<file path="src/rtl/bht_update_unit_pkg.sv">
// Shared types for the in-order BHT training unit: update record, entry state and ring-age helper.
package bht_update_unit_pkg;

  localparam int unsigned VLEN         = 64;
  localparam int unsigned BhuIndexBits = 10;

  typedef struct packed {
    logic            valid;
    logic [VLEN-1:0] pc;
    logic            taken;
  } bht_update_t;

  typedef enum logic [1:0] {
    BhuFree     = 2'd0,
    BhuPending  = 2'd1,
    BhuResolved = 2'd2
  } bhu_state_e;

  typedef struct packed {
    bhu_state_e              state;
    logic [VLEN-1:0]         pc;
    logic                    pred_taken;
    logic                    taken;
    logic [BhuIndexBits-1:0] ghr;
  } bhu_entry_t;

  // Age is the distance from head around the ring; larger distance means younger.
  function automatic logic is_younger(input int unsigned tag, input int unsigned ref_tag,
                                      input int unsigned head, input int unsigned depth);
    int unsigned mask;
    mask = depth - 1;
    return ((tag - head) & mask) > ((ref_tag - head) & mask);
  endfunction

endpackage

</file>
<file path="src/rtl/bht_update_unit.sv">
// In-order BHT training producer: tracks branches, trains on resolution, squashes on mispredict.
// Optional perf counters are enabled with `define BHT_UPDATE_UNIT_PERF_EN.
module bht_update_unit
  import bht_update_unit_pkg::*;
#(
  parameter int unsigned DEPTH      = 8,
  parameter int unsigned INDEX_BITS = BhuIndexBits,
  localparam int unsigned TAG_W     = $clog2(DEPTH)
) (
  input  logic                  clk_i,
  input  logic                  rst_i,
  input  logic                  flush_i,
  input  logic                  debug_mode_i,
  input  logic                  alloc_valid_i,
  output logic                  alloc_ready_o,
  input  logic [VLEN-1:0]       alloc_pc_i,
  input  logic                  alloc_taken_i,
  input  logic [INDEX_BITS-1:0] alloc_ghr_i,
  output logic [TAG_W-1:0]      alloc_tag_o,
  input  logic                  res_valid_i,
  input  logic [TAG_W-1:0]      res_tag_i,
  input  logic                  res_taken_i,
  output bht_update_t           bht_update_o,
  output logic                  mispredict_o,
  output logic [INDEX_BITS-1:0] restore_ghr_o,
`ifdef BHT_UPDATE_UNIT_PERF_EN
  output logic [31:0]           mispredict_cnt_o,
  output logic [31:0]           update_cnt_o,
`endif
  output logic [TAG_W:0]        count_o
);

  if (INDEX_BITS != BhuIndexBits || DEPTH < 2 || (DEPTH & (DEPTH - 1)) != 0) begin : g_bad_cfg
    $error("bht_update_unit: unsupported DEPTH/INDEX_BITS");
  end

  localparam logic [TAG_W:0] PtrOne = {{TAG_W{1'b0}}, 1'b1};

  bhu_entry_t r_entries [DEPTH];
  bhu_entry_t w_entries [DEPTH];
  logic [TAG_W:0] r_head, r_tail, w_head, w_tail;
  bht_update_t r_update, w_update;
  logic r_mispredict;
  logic [INDEX_BITS-1:0] r_restore_ghr, w_restore_ghr;

  logic [TAG_W-1:0] w_head_idx, w_tail_idx, w_res_off;
  logic w_full, w_alloc, w_res_ok, w_mispredict, w_mis_pulse, w_drain;
  bhu_entry_t w_head_entry, w_res_entry;

  assign w_head_idx   = r_head[TAG_W-1:0];
  assign w_tail_idx   = r_tail[TAG_W-1:0];
  assign w_head_entry = r_entries[w_head_idx];
  assign w_res_entry  = r_entries[res_tag_i];
  // Full when the pointers differ only in the wrap bit.
  assign w_full       = (r_head ^ r_tail) == {1'b1, {TAG_W{1'b0}}};
  assign w_alloc      = alloc_valid_i && !w_full;
  assign w_res_ok     = res_valid_i && (w_res_entry.state == BhuPending);
  assign w_mispredict = w_res_ok && (res_taken_i != w_res_entry.pred_taken);
  assign w_mis_pulse  = w_mispredict && !flush_i;
  assign w_drain      = w_head_entry.state == BhuResolved;
  assign w_res_off    = res_tag_i - w_head_idx;

  always_comb begin
    w_entries     = r_entries;
    w_head        = r_head;
    w_tail        = r_tail;
    w_update      = '0;
    w_restore_ghr = r_restore_ghr;
    if (flush_i) begin
      for (int unsigned i = 0; i < DEPTH; i++) begin
        w_entries[i].state = BhuFree;
      end
      w_tail = r_head;
    end else begin
      if (w_drain) begin
        w_entries[w_head_idx].state = BhuFree;
        w_head = r_head + PtrOne;
        if (!debug_mode_i) begin
          w_update.valid = 1'b1;
          w_update.pc    = w_head_entry.pc;
          w_update.taken = w_head_entry.taken;
        end
      end
      if (w_res_ok) begin
        w_entries[res_tag_i].state = BhuResolved;
        w_entries[res_tag_i].taken = res_taken_i;
      end
      if (w_mispredict) begin
        for (int unsigned i = 0; i < DEPTH; i++) begin
          if (is_younger(i, 32'(res_tag_i), 32'(w_head_idx), DEPTH)) begin
            w_entries[i].state = BhuFree;
          end
        end
        // Re-derive the wrap bit from head so the new tail lands right after the mispredict.
        w_tail        = r_head + {1'b0, w_res_off} + PtrOne;
        w_restore_ghr = (w_res_entry.ghr >> 1) |
                        ({{(INDEX_BITS-1){1'b0}}, res_taken_i} << (INDEX_BITS - 1));
      end else if (w_alloc) begin
        w_entries[w_tail_idx] = '{state: BhuPending, pc: alloc_pc_i, pred_taken: alloc_taken_i,
                                  taken: 1'b0, ghr: alloc_ghr_i};
        w_tail = r_tail + PtrOne;
      end
    end
  end

  always_ff @(posedge clk_i) begin
    if (rst_i) begin
      for (int unsigned i = 0; i < DEPTH; i++) begin
        r_entries[i] <= '0;
      end
      r_head        <= '0;
      r_tail        <= '0;
      r_update      <= '0;
      r_mispredict  <= 1'b0;
      r_restore_ghr <= '0;
    end else begin
      r_entries     <= w_entries;
      r_head        <= w_head;
      r_tail        <= w_tail;
      r_update      <= w_update;
      r_mispredict  <= w_mis_pulse;
      r_restore_ghr <= w_restore_ghr;
    end
  end

`ifdef BHT_UPDATE_UNIT_PERF_EN
  logic [31:0] r_mispredict_cnt, r_update_cnt;

  always_ff @(posedge clk_i) begin
    if (rst_i) begin
      r_mispredict_cnt <= '0;
      r_update_cnt     <= '0;
    end else begin
      if (w_mis_pulse)    r_mispredict_cnt <= r_mispredict_cnt + 32'd1;
      if (w_update.valid) r_update_cnt     <= r_update_cnt + 32'd1;
    end
  end

  assign mispredict_cnt_o = r_mispredict_cnt;
  assign update_cnt_o     = r_update_cnt;
`endif

  assign alloc_ready_o = !w_full;
  assign alloc_tag_o   = w_tail_idx;
  assign bht_update_o  = r_update;
  assign mispredict_o  = r_mispredict;
  assign restore_ghr_o = r_restore_ghr;
  assign count_o       = r_tail - r_head;

  // Resolving a tag that is not in flight indicates a backend bookkeeping bug.
  a_res_pending: assert property (@(posedge clk_i) disable iff (rst_i || flush_i)
    res_valid_i |-> (r_entries[res_tag_i].state == BhuPending));

endmodule

</file>
<file path="config.mk">
export PLATFORM = sky130hd
export DESIGN_NAME = bht_update_unit
export DESIGN_NICKNAME = d
export VERILOG_FILES = /design/src/rtl/bht_update_unit_pkg.sv /design/src/rtl/bht_update_unit.sv
export SDC_FILE = /design/constraint.sdc
export NUM_CORES = 2
export LEC_CHECK = 0
export ABC_AREA = 1
export BUFFER_PORTS_ARGS = -buffer_cell sky130_fd_sc_hd__buf_2
export CAP_MARGIN = 40
export CELL_PAD_IN_SITES_DETAIL_PLACEMENT = 1
export CELL_PAD_IN_SITES_GLOBAL_PLACEMENT = 2
export CORE_MARGIN = 4
export CORE_UTILIZATION = 25
export CTS_CLUSTER_DIAMETER = 30
export DETAILED_ROUTE_END_ITERATION = 8
export GPL_TIMING_DRIVEN = 0
export PLACE_DENSITY = 0.59
export SLEW_MARGIN = 0
export SYNTH_ARGS = -nofsm -noshare
export SYNTH_HDL_FRONTEND = slang
export SYNTH_SLANG_ARGS = --single-unit
</file>
<file path="constraint.sdc">
create_clock -name clk_i -period 3.7 [get_ports clk_i]
set_input_delay 0.74 -clock clk_i [delete_from_list [all_inputs] [get_ports clk_i]]
set_output_delay 0.74 -clock clk_i [all_outputs]
set_load 0.005 [all_outputs]
</file>
==> impl_results.md <==
* CTS Hold Bufs at 0
* Vias at between 30000 and 40000
* EDFF count, synth at 0
* Wire per inst at a little under 20 um
* Fin Setup TNS at 0 ns
* Largest net degree at the start of global routing at 19
* Fin util at between 30 and 40%
* Peak supply drop at around 0.40 mV
* CTS tree: done
* Initial antenna violation count at 12
* Routability-driven placement congestion ratio at 0.783
* Vias in the first global route at around 35000
* Mapped Area at 33400 um^2
* WHS at around 0.23 ns
* HP Class: in -> reg
* Post-route minimum period at roughly 3.5 ns
* Setup violators final at 0
* Ys flop type: dfxtp_1
* Worst EP arrival at 2.79 ns
* P&R area growth vs syn at 34.6%
* # H-tree levels at 4
* Worst slew pin tran at slightly below 0.9 ns
* Die ar. at between 100000 and 150000 um^2
* Num CTS Buffers at 241
* Gr usage total at a little over a fifth
* Synth async-reset ratio at 0%
* Site Rows at 133
* DRT antenna net count at 0
* Worst-path maximum fanout at 14
* CP top delay family: buffers and inverters
* Dpl hpwl at 109000 um
* Clk slew on worst S/H paths at about 0.040 ns
* Startpoint types: flip-flop
* Drc violations at 0
* Register bit total from synthesis at around 700
* First-pass GRT wire length at about 220000 um
* Die height at 373 um
* Mapped Cells at around 5300
* Initial core utilization at between 20 and 30%
* Leakage dissipation at 0.0221 uW
* Status: complete, no violations
* Port bufs at 91
* Critical path type: reg -> out
* WP data required at 2.96 ns
* Endpoint class of the critical path: output pin
* Clock latency at the later pin of the worst-skew pair at around 0.83 ns
* Initial DRC Count at between 1000 and 1500
* Max-cap viol count at 0
* Peak Freq at about 280 MHz
* I/O pin count at 170
* Worst path bufs/invs at 5
* Core area at ~130000 um^2
* Layout Skew at 0.0364 ns
* Slew headroom at 40.7%
* Final hold violation count at 0
* Clk buf depth at 3
* Fin crit share at around 95%
* GR Overflow Total at 0
* Fin. max-slew vios at 0
* Post-Syn Nets at about 5400
* Sequential-to-total area share from yosys stat at a little over two fifths
* Distinct cells, synth at 35
* TritonRoute pass-1 iters at 5
* Routed wire length at 150000 um
* RSZ-0062 raised after global routing: no
* Syn. warnings at 0
* Syn Area/Cell at 6.27 um^2
* PwrDens at 661 nW/um^2
* Die W at between 300 and 400 um
* Final net count at 5776
* Via-to-Cell Ratio at between 4 and 5
* Clk Tree Root Cell: clkbuf_16
* Share of post-route cells with drive strength above 1 at between 10% and 20%
* CP cell instances: inv_6 > clkbuf_16 > buf_16 > buf_8 > ha_1 > nand2_1 > o21ai_1 > xnor2_1 > buf_2
* Slowest cell on crit path: dfxtp_4
* Clock Sinks at roughly 700
* Max stage delay on crit path at roughly 0.44 ns
## cells by family after synthesis
kind of cell	after synthesis	share of synthesized area [%]
flip-flops	701	42.1
AO/OA/AOI/OAI	809	12.8
XOR/XNOR	10	0.263
buffers and inverters	1055	12.7
adder cells (fa/ha/maj)	23	0.930
AND/OR/NAND/NOR	2721	31.2
## timing repair
action                                  in CTS  in global routing
buffers inserted                             1                  0
resized for setup                           24                  5
pin swaps                                    0                  0
endpoints found under the setup margin     640                  5
## power by group
| group | total [uW] | switching (uW) | leakage [uW] | internal, uW |
|---|---|---|---|---|
| Combinational | 1250 | 920 | 0.0122 | 327 |
| Sequential | 7840 | 68.7 | 0.00567 | 7770 |
| Clock | 20600 | 5910 | 0.00424 | 14700 |
| Total | 29700 | 6890 | 0.0221 | 22800 |
## sequential cells by signal, indices dropped and copies added (netlist names)
name	count
r_entries	616
r_head	4
restore_ghr_o	10
r_tail	4
bht_update_o	66
mispredict_o	1
## routing by layer
layer	wire, um	GRT usage (%)
met5	22	0
met4	4300	7.41
met3	5500	3.77
met2	71100	36.1
met1	69000	27.0
## worst paths after layout
path                 start               end  slack [ns]  cells past startpoint
max              r_head[1]        count_o[3]        0.17                      9
max reg2reg      r_head[0]  bht_update_o[24]        0.20                     11
min reg2reg  r_entries[88]     r_entries[88]        0.47                      2
min                  rst_i         r_head[2]        0.23                      2
## final cells by class
type,instances,area (um^2)
clock inverters,103,1290
well taps,1755,2200
inverters,656,2470
repair buffers,109,761
plain buffers,396,1840
clock buffers,355,7190
flip-flops and latches,701,14000
multi-input cells,3563,15100
fillers,16500,87100
diodes,5,12.5
## metrics by stage
| stage | setup slack [ns] | cell area, um^2 | power [uW] | cells |
|---|---|---|---|---|
| finish | 0.168 | 44900 | 29700 | 7643 |
| global route | 0.00582 | 44900 | 30800 | 7638 |
| CTS | 0.0325 | 44900 | 30100 | 7638 |
| detailed placement | -1.44 | 36300 | 9230 | 7182 |
| global placement | -2.62 | 36000 | 9220 | 7165 |
| floorplan | 0.397 | 33400 | 8730 | 5319 |
## Yosys cell counts, types with 2 or more instances
master / instances / area share (%)
clkinv_1: 3 / 0.034
xnor2_1: 5 / 0.13
a21boi_0: 3 / 0.068
nand2_1: 1348 / 15
nand3_2: 4 / 0.12
inv_2: 4 / 0.045
inv_1: 649 / 7.3
clkbuf_1: 154 / 1.7
a21o_1: 2 / 0.045
a21oi_1: 410 / 6.2
a22oi_1: 4 / 0.090
o22ai_1: 30 / 0.56
fa_1: 3 / 0.18
nor3_1: 15 / 0.23
or2_2: 3 / 0.056
o21ai_0: 292 / 4.4
nor2_1: 1264 / 14
o21a_1: 64 / 1.4
xor2_1: 5 / 0.13
buf_1: 41 / 0.46
nand2_2: 3 / 0.056
nand3_1: 68 / 1.0
nor4_1: 4 / 0.075
nand4_1: 11 / 0.21
buf_2: 192 / 2.9
dfxtp_1: 701 / 42
buf_4: 10 / 0.23
ha_1: 20 / 0.75
## cell usage in the layout (no fill, tap or decap), types with 5 or more instances in the layout
cell type  synthesis  final
buf_16             0      5
clkinv_8           0      5
clkbuf_1         154    177
o21a_1            64     64
nor2_1          1264   1264
xor2_1             5      5
dfxtp_1          701    699
ha_1              20     20
inv_1            649    648
bufinv_16          0     21
nand4_1           11     11
buf_8              0      6
clkbuf_8           0     71
buf_2            192    278
nand2_1         1348   1348
clkinv_2           0     69
clkbuf_16          0    243
nand3_1           68     68
diode_2            0      5
a21oi_1          410    410
buf_1             41     40
o21ai_0          292    291
o22ai_1           30     30
clkbuf_2           1     14
xnor2_1            5      5
clkinv_16          0      6
buf_6              1      7
nor3_1            15     15
buf_4             10     17
Power figures use the tool's default switching activity.
